--- src/rtl/jam_cost_arbiter.sv ---
`timescale 1ns/1ps
// jam_cost_arbiter: round-robin sharing of the cost-table port between two evaluators,
// summing the eight lookups of each granted assignment.
module jam_cost_arbiter #(
  parameter int NW = 8,
  parameter int IW = 3,
  parameter int CW = 7,
  parameter int SW = 10
) (
  input  logic                 CLK,
  input  logic                 RST,
  input  logic                 req0_valid,
  input  logic [NW*IW-1:0]     req0_perm,
  output logic                 req0_ready,
  input  logic                 req1_valid,
  input  logic [NW*IW-1:0]     req1_perm,
  output logic                 req1_ready,
  output logic                 rsp_valid,
  output logic                 rsp_id,
  output logic [SW-1:0]        rsp_sum,
  input  logic                 rsp_ready,
  output logic [IW-1:0]        W,
  output logic [IW-1:0]        J,
  output logic                 cost_rd,
  input  logic [CW-1:0]        Cost
);
  typedef enum logic [1:0] {IDLE, FETCH, DRAIN, RESP} state_t;
  state_t            state;
  logic [NW*IW-1:0]  perm;
  logic [IW-1:0]     k;
  logic [SW-1:0]     sum;
  logic              id, last_grant, idle, fetch, g1;
  assign idle       = state == IDLE;
  assign fetch      = state == FETCH;
  // req1 wins only when alone or when req0 was served last
  assign g1         = req1_valid && (!req0_valid || !last_grant);
  assign req1_ready = idle && g1;
  assign req0_ready = idle && req0_valid && !g1;
  assign cost_rd    = fetch;
  assign W          = fetch ? k : '0;
  assign J          = fetch ? perm[k*IW +: IW] : '0;
  assign rsp_valid  = state == RESP;
  assign rsp_id     = id;
  assign rsp_sum    = sum;
  always_ff @(posedge CLK or posedge RST) begin
    if (RST) begin
      state      <= IDLE;
      perm       <= '0;
      k          <= '0;
      sum        <= '0;
      id         <= 1'b0;
      last_grant <= 1'b1;
    end else begin
      case (state)
        IDLE: if (req0_ready || req1_ready) begin
          perm       <= req1_ready ? req1_perm : req0_perm;
          id         <= req1_ready;
          last_grant <= req1_ready;
          sum        <= '0;
          k          <= '0;
          state      <= FETCH;
        end
        FETCH: begin
          // Cost lags W/J by one cycle, so the first fetch cycle has nothing to add
          if (k != '0) sum <= sum + SW'(Cost);
          k <= k + 1'b1;
          if (k == IW'(NW - 1)) state <= DRAIN;
        end
        DRAIN: begin
          sum   <= sum + SW'(Cost);
          state <= RESP;
        end
        RESP: if (rsp_ready) state <= IDLE;
        default: state <= IDLE;
      endcase
    end
  end
endmodule

--- config.mk ---
export PLATFORM = sky130hd
export DESIGN_NAME = jam_cost_arbiter
export DESIGN_NICKNAME = d
export VERILOG_FILES = /design/src/rtl/jam_cost_arbiter.sv
export SDC_FILE = /design/constraint.sdc
export NUM_CORES = 1
export LEC_CHECK = 0
export CAP_MARGIN = 10
export CORE_ASPECT_RATIO = 1.75
export CORE_MARGIN = 2
export CORE_UTILIZATION = 43
export CTS_BUF_LIST = sky130_fd_sc_hd__clkbuf_4 sky130_fd_sc_hd__clkbuf_8
export DETAILED_ROUTE_END_ITERATION = 6
export GPL_ROUTABILITY_DRIVEN = 0
export HOLD_SLACK_MARGIN = 0.02
export PLACE_DENSITY = 0.79
export SLEW_MARGIN = 5
export SYNTH_ARGS = -nofsm -noshare
export SYNTH_HDL_FRONTEND = slang
export SYNTH_SLANG_ARGS = --single-unit
--- constraint.sdc ---
create_clock -name CLK -period 2 [get_ports CLK]
set_input_delay 0.5 -clock CLK [delete_from_list [all_inputs] [get_ports CLK]]
set_output_delay 0.5 -clock CLK [all_outputs]
set_load 0.05 [all_outputs]
---- Yosys cells after proc, flatten, opt, wreduce, memory -nomap -nowiden ----
Index checks and enable logic that the tools add are counted.
W data, S select, Z words.
operators by class
  $add $sub $neg .......................... 2
  $mul .................................... 1
  eq/ne operators ......................... 8
  shift-type cells ........................ 1
  multiplexer cells ....................... 12
  reductions and logical operators ........ 17
operator list
  kind                   count
  $pmux W10 S3           1
  $mux W24               1
  $shiftx A24 B6 Y3      1
  $mux W10               2
  $add A10 B7 Y10        1
  $mux W3                3
  $ne A2 B1 Y1 const B   4
  $pmux W2 S4            1
  $mux W2                3
  $pmux W3 S2            1
  $reduce_and A3 Y1      2
  $reduce_bool A3 Y1     2
  $mul A3 B2 Y5 const B  1
  $eq A2 B2 Y1 const B   2
  $logic_and A1 B1 Y1    4
  $reduce_and A2 Y1      2
  $add A3 B1 Y3 const B  1
  $eq A3 B3 Y1 const B   1
  $logic_not A1 Y1       3
  $eq A2 B1 Y1 const B   1
  $logic_not A2 Y1       1
  $logic_or A1 B1 Y1     2
  $reduce_bool A2 Y1     1
storage, ports and cells
  register bits ........................... 41
  output and inout port bits .............. 21
  logic and storage cells ................. 47

---- Longest topological paths before layout ----
Gate-level depths: netlist of the first run.
  depth after elaboration ................. 8
  mapped depth ............................ 9
  mapped depth without buffers ............ 6

---- Least setup slack after synthesis of the first run ----
OpenSTA, ideal clock, no wires.
  kind .................................... flip-flop to output port
  from .................................... register state[1]
  to ...................................... output port J[0]
  arrival time ............................ 1.854 ns
  data required time ...................... 1.500 ns
  path slack .............................. -0.354 ns
  cell stages (with the launch flop) ...... 4
  cell sequence ........................... dfrtp_1 inv_1 ha_1 nor2b_1
on the way
  cells in the longest elaborated chain, start to end .. 2
RTL lines
  item                      line  RTL
  start: declaration        28    state_t state;
  start signal: assignment  47    state <= IDLE;
  start signal: assignment  61    state <= FETCH;
  start signal: assignment  67    if (k == IW'(NW - 1)) state <= DRAIN;
  $eq A2 B1 Y1              34    assign fetch = state == FETCH;
  net cost_rd               24    output logic cost_rd,
  $mux W3                   41    assign J = fetch ? perm[k*IW +: IW] : '0;
  end: declaration          23    output logic [IW-1:0] J,
The timed path passes the listed nets, and every way through them passes these cells.

---- Worst setup path after layout of the first run ----
  from .................................... register k[0]
  to ...................................... output port J[2]
on the way
  cells in the longest elaborated chain, start to end .. 3
RTL lines
  item                      line  RTL
  start: declaration        30    logic [IW-1:0] k;
  start signal: assignment  66    k <= k + 1'b1;
  $mul A3 B2 Y5             41
  $shiftx A24 B6 Y3         41
  $mux W3                   41
Every way passes these cells.

==> metrics.md, run 1 <==
| Metric | Value |
|---|---|
| Outcome | `complete, but fails checks` |
| Failing checks | `negative setup slack` |
| Per-cell routed wire length | `15.73 um` |
| Adder-Cell Fraction of Synth Area | `0.08682` |
| Cts bufs inserted | `5` |
| Die Area | `0.006200 mm2` |
| VDD IR max | `0.0008436 V` |
| HPWL after DPL | `4.996 mm` |
| Port Buf Inserts | `80` |
| Synth warnings | `0` |
| Final min period | `2.286 ns` |
| CTS Sinks | `41` |
| Setup Skew | `0.009329 ns` |
| Critical-path maximum fanout | `8` |
| WHS Path Cells | `2` |
| Hold Violations, Final | `0` |
| Grt total ovfl | `0` |
| Flop pwr share | `0.240` |
| Drt drc | `0` |
| Power Total | `6.342 mW` |
| Clock share of power | `0.112` |
| Avg Vias per Cell | `5.499` |
| CTS H-tree lvls | `2` |
| Main combinational cell family by area after synthesis | `compound AO/OA/AOI/OAI gates` |
| Drt pass-1 iters | `5` |
| Hold buffer count at CTS | `0` |
| Share of cells above drive strength 1 | `0.3090` |
| Cell breakdown of the critical path | `buf_12, mux4_2, mux2i_4, nor2b_4, buf_6` |
| Yosys cell types | `47` |
| Crit path largest cell delay | `0.55 ns` |
| Synth Register Bits | `41` |
| Initial antenna violation count | `0` |
| Most common cell after layout, fill and taps aside | `clkdlybuf4s50_1` |
| Setup CP Type | `reg -> out` |
| Final Util | `0.7165` |
| Clk_lat worst skew | `0.30 ns` |
| Clock Path Buffers | `2` |
| Most frequent cells in the layout | `clkdlybuf4s50_1 (55), buf_4 (43), dfrtp_1 (38)` |
| Clock slew at reported path FFs | `0.07 ns` |
| Clk root buf | `clkbuf_8` |
| Worst EP arrival | `1.79 ns` |
| Synth Area per Inst | `10.49 um2` |
| Cell row count | `36` |
| Power per cell area | `1624 mW/mm2` |
| Post-Syn Area | `0.002392 mm2` |
| Initial drt markers | `168` |
| Total GRT Usage | `0.2344` |
| Pint | `3.641 mW` |
| IO Count | `81` |
| Placed insts | `405` |
| Ant diodes | `0` |
| CP Launch Type | `flop` |
| Pre-CTS setup slack | `-0.4578 ns` |
| Cells after Synth | `228` |
| Worst r2r path cells | `6` |
| Via Count | `2,304` |
| First-pass GRT wire length | `10.96 mm` |
| Maximum number of pins on one net before global-route repair | `42` |
| Fmax | `0.4375 GHz` |
| Core area | `0.005450 mm2` |
| Relative slew margins | `0.7464` |
| Worst Path Required | `1.50 ns` |
| Final setup margin | `-0.2859 ns` |
| Max-slew violations | `0` |
| Area growth from synthesis to layout | `63.23%` |
| Die X | `60.39 um` |
| Die Y | `102.7 um` |
| Leakage | `1.841 nW` |
| Post-Route WL | `6.590 mm` |
| Post-route ant nets | `0` |
| Fin crit share | `1.143` |
| Slew @ Worst Pin | `0.3788 ns` |
| Most used DFF post-synth | `dfrtp_1` |
| HP Class | `reg -> reg` |
| Fillcell total | `389` |
| Multi-input gate area | `0.001341 mm2` |
| Synthesized Nets | `304` |
| Layout Cells excl Fill | `419` |
| Crit-path slowest cell | `mux4_2` |
| TritonCTS clock tree | `yes` |
| MaxCap Viol Count | `0` |
| Post-synthesis sequential area ratio | `0.4294` |
| Endpoints failing setup | `3` |
| Nets | `418` |
| Asr flop ratio synth | `1.000` |
| Sw Ratio | `0.4259` |
| Compound-gate portion of the synthesized area | `0.2097` |
| Vias in the first global route | `2,430` |
| EDFF count, synth | `0` |
| RSZ-0062 raised after global routing | `true` |
| Simple-gate area share of the yosys netlist | `0.1172` |
| CP endpoint kind | `output port` |
| Starting Density | `0.4389` |
| Switching power | `2.701 mW` |
| Proportion of power drawn by combinational gates | `0.647` |
| Area taken by flip-flops and latches | `0.001030 mm2` |
| XOR/XNOR share of the synthesized area | `0.003661` |
| Mux cell area share after synthesis | `0.07374` |
power groups by stage:
stage / registers [mW] / clock network (mW) / logic, mW
3_3_place_gp: 1.51 / 0 / 3.57
3_5_place_dp: 1.52 / 0 / 3.66
6_report: 1.52 / 0.711 / 4.11
5_1_grt: 1.57 / 0.764 / 4.45
4_1_cts: 1.51 / 0.731 / 3.82
2_1_floorplan: 1.73 / 0 / 2.12
cell families after synthesis:
kind of cell	Yosys count
AOI/OAI and AO/OA	61
adders and majority gates	16
DFF	41
xor gates and xnor gates	1
and+or+nand+nor	54
muxes	10
buffers and inverters	45
flip-flops by register name, indices dropped and copies added, names as in the netlist:
| signal | count |
|---|---|
| k | 3 |
| rsp_id | 1 |
| rsp_sum | 10 |
| state | 2 |
| last_grant | 1 |
| perm | 24 |
worst max-delay path, delay by kind of cell (launching register included):
family,cells,cell delay (ns)
buffers and inverters,2,0.30
flip-flops,1,0.40
multiplexers,2,0.74
AND/OR/NAND/NOR,1,0.05
metrics by stage:
step	hold WS, ns	setup TNS [ns]	instance area (um2)
CTS	0.4936	-0.9933	3775
global placement	0.4749	-1.954	3583
global route	0.5208	-1.027	3905
detailed placement	0.4750	-2.430	3583
floorplan	0.4508	0	2434
finish	0.4946	-0.8296	3905
metal layers:
layer,share of wire,vias to the layer above,GRT usage
met5,0,-,0
met4,0.013,0,0.07863
met3,0.067,5,0.05772
met2,0.57,93,0.4390
met1,0.35,1122,0.2455
li1,-,1084,-
path summary, 6_finish.rpt:
check	slack, ns	end	startpoint
worst max-delay path	-0.29	J[2]	k[0]$_DFFE_PP0P_
worst min-delay path	0.49	perm[2]$_DFFE_PP0P_	perm[2]$_DFFE_PP0P_
worst max register to register	0.06	rsp_sum[6]$_DFFE_PP0P_	rsp_sum[0]$_DFFE_PP0P_
worst min register to register	0.49	perm[2]$_DFFE_PP0P_	perm[2]$_DFFE_PP0P_
max in group asynchronous	1.20	last_grant$_DFFE_PP1P_	RST
min in group asynchronous	0.54	rsp_sum[1]$_DFFE_PP0P_	RST
cells in the mapped netlist, types with 2 or more instances:
cell / n / share of area
clkbuf_1: 7 / 0.011
nor2_1: 4 / 0.0063
nand4_1: 3 / 0.0078
a211oi_1: 4 / 0.013
a22o_1: 2 / 0.0073
buf_2: 2 / 0.0042
a222oi_1: 24 / 0.10
inv_1: 33 / 0.052
or3_1: 2 / 0.0052
and2_1: 3 / 0.0078
o211ai_1: 2 / 0.0063
nand3_1: 5 / 0.010
o21ai_0: 9 / 0.019
mux2i_1: 3 / 0.013
a21o_1: 4 / 0.013
dfrtp_1: 40 / 0.42
ha_1: 15 / 0.078
o31ai_1: 2 / 0.0063
or2_2: 2 / 0.0052
nor2b_1: 6 / 0.016
a21oi_1: 5 / 0.010
mux4_2: 6 / 0.056
nand2_1: 21 / 0.033
layout make-up:
type	instances	share of cell area
inverter	33	0.03172
clock inverter	1	0.007690
timing repair buffer	119	0.3060
clock buffer	7	0.02307
tap	76	0.02435
multi-input combinational	142	0.3435
sequential	41	0.2637
what timing repair did:
action / 4_1_cts / 5_1_grt
setup endpoints to repair: 12 / 13
resized for setup: 18 / 20
buffers inserted: 3 / 4
pin swaps: 3 / 4
Note: power is estimated with default switching activity, not from simulation.
==> run 2: changes to the inputs <==
CORE_UTILIZATION = 47   (was 43)
PLACE_DENSITY = 0.82   (was 0.79)
clock period = 2.6 ns   (was 2 ns; I/O delays follow)
==> metrics.md, run 2 (synthesis gave the netlist of run 1 again) <==
| Metric | Value |
|---|---|
| TritonCTS clock tree | `yes` |
| Initial antenna violation count | `0 (unchanged)` |
| Post-Route WL | `6.077 mm (-7.8%)` |
| Drt drc | `2 (+2)` |
| Cts bufs inserted | `5 (unchanged)` |
| Relative slew margins | `0.6447 (-0.1017)` |
| Share of cells above drive strength 1 | `0.1310 (-0.1780)` |
| Post-route ant nets | `0 (unchanged)` |
| Per-cell routed wire length | `16.56 um (+5.3%)` |
| Critical-path maximum fanout | `5 (-3)` |
| Endpoints failing setup | `0 (-3)` |
| Avg Vias per Cell | `5.886 (+7.0%)` |
| CTS Sinks | `41 (unchanged)` |
| Starting Density | `0.4848 (+0.04585)` |
| MaxCap Viol Count | `0 (unchanged)` |
| Die Y | `98.38 um (-4.2%)` |
| Most common cell after layout, fill and taps aside | `clkdlybuf4s50_1` |
| Final setup margin | `0.1373 ns (+0.4232 ns)` |
| Final min period | `2.463 ns` |
| Die X | `57.93 um (-4.1%)` |
| Grt total ovfl | `0 (unchanged)` |
| Slew @ Worst Pin | `0.5330 ns (+0.1542 ns)` |
| HP Class | `reg -> reg` |
| Total GRT Usage | `0.2329 (-0.001520)` |
| Vias in the first global route | `2,336 (-3.9%)` |
| Fin crit share | `0.9472` |
| Clock slew at reported path FFs | `0.08 ns (about the same)` |
| IO Count | `81 (unchanged)` |
| Post_cts resized | `0 (-18)` |
| Port Buf Inserts | `80 (unchanged)` |
| Post-CTS setup buffers | `0 (-3)` |
| Setup Skew | `0.01189 ns (+0.002562 ns)` |
| Cell row count | `34 (-5.6%)` |
| Pre-CTS setup slack | `-0.1915 ns (+0.2663 ns)` |
| CP Launch Type | `flop` |
| RSZ-0062 raised after global routing | `false` |
| Fmax | `0.4061 GHz` |
| Power Total | `4.067 mW (-36%)` |
| Clk root buf | `clkbuf_8` |
| HPWL after DPL | `4.541 mm (-9.1%)` |
| CTS H-tree lvls | `2 (unchanged)` |
| Tightest hold margin | `0.4902 ns (-0.004382 ns)` |
| Max-slew violations | `0 (unchanged)` |
| Biggest register | `perm` |
| Ant diodes | `0 (unchanged)` |
| CP endpoint kind | `output port` |
| Worst EP arrival | `1.81 ns (+0.02 ns)` |
| Hold Violations, Final | `0 (unchanged)` |
| Nets | `388 (-7.2%)` |
| Max reg flops | `24 (unchanged)` |
| Fillcell total | `387 (-0.51%)` |
| Drt pass-1 iters | `7 (+2)` |
| Via Count | `2,160 (-6.3%)` |
| Power per cell area | `1202 mW/mm2 (-26%)` |
| Area growth from synthesis to layout | `41.37%` |
| Maximum number of pins on one net before global-route repair | `42 (unchanged)` |
| VDD IR max | `0.0007998 V (-5.2%)` |
| Die Area | `0.005699 mm2 (-8.1%)` |
| Hold buffer count at CTS | `0 (unchanged)` |
| Setup TNS | `0 ns (+0.8296 ns)` |
| Leakage | `1.579 nW (-14%)` |
| Most frequent cells in the layout | `clkdlybuf4s50_1 (71), dfrtp_1 (40), inv_1 (33)` |
| Initial drt markers | `133 (-21%)` |
| Clock Path Buffers | `2 (unchanged)` |
| Clk_lat worst skew | `0.30 ns (about the same)` |
| Outcome | `complete, but fails checks` |
| Worst Path Required | `1.95 ns (+0.45 ns)` |
| First-pass GRT wire length | `10.34 mm (-5.7%)` |
| Failing checks | `design-rule violations` |
| Final Util | `0.6853 (-0.03114)` |
| Setup CP Type | `reg -> out` |
| Core area | `0.004935 mm2 (-9.5%)` |
==> run 2: cell count changes in the layout (fill, tap and decap cells not counted), moves of 3 or more <==
cell	delta
ha_4	-3
nor2b_4	-4
buf_12	-7
mux2i_1	+3
ha_1	+4
nor2b_1	+4
buf_4	-28
mux2i_4	-3
clkdlybuf4s50_1	+16
buf_6	-7
==> run 2: per-layer routing <==
metal | share of wire | vias up | GRT usage
met5 | 0 | - | 0
met4 | 0.017 | 0 | 0.09302
met3 | 0.074 | 8 | 0.04901
met2 | 0.56 | 102 | 0.4222
met1 | 0.35 | 1027 | 0.2546
li1 | - | 1023 | -
==> run 2: through the flow <==
| stage | std cells | instance area (um2) |
|---|---|---|
| CTS | 367 | 3382 |
| floorplan | 228 | 2392 |
| detailed placement | 359 | 3284 |
| global placement | 359 | 3284 |
| finish | 367 | 3382 |
| global route | 367 | 3382 |
==> run 2: critical path: stages (launching register included) <==
cell	delay, ns
dfrtp_1	0.40
ha_1	0.28
clkdlybuf4s50_1	0.84
==> run 2: layout make-up <==
type,count,area (um2),share of cell area
clock buffers,7,90.09,0.02664
clock inverters,1,7.507,0.002220
inverters,33,123.9,0.03663
multi-input cells,142,1182,0.3496
flip-flops and latches,41,1027,0.3037
well taps,54,67.56,0.01998
repair buffers,89,883.3,0.2612
==> run 2: final timing paths <==
path                                        start                     end  depth (start not counted)  slack [ns]
hold / removal                 rsp_id$_DFFE_PP0P_      rsp_id$_DFFE_PP0P_                          1        0.49
max in group asynchronous                     RST    perm[18]$_DFFE_PP0P_                          3        1.44
hold reg to reg                rsp_id$_DFFE_PP0P_      rsp_id$_DFFE_PP0P_                          1        0.49
min in group asynchronous                     RST  rsp_sum[1]$_DFFE_PP0P_                          3        0.77
setup / recovery             state[1]$_DFFE_PP0P_               rsp_valid                          2        0.14
setup reg to reg           rsp_sum[0]$_DFFE_PP0P_  rsp_sum[6]$_DFFE_PP0P_                          6        0.50
==> run 2: power breakdown <==
| part | switching [mW] | total, mW | internal, mW | leakage [nW] |
|---|---|---|---|---|
| combinational | 1.39 | 2.43 | 1.04 | 1.02 |
| sequential | 0.236 | 1.18 | 0.947 | 0.514 |
| clock | 0.231 | 0.457 | 0.226 | 0.0479 |
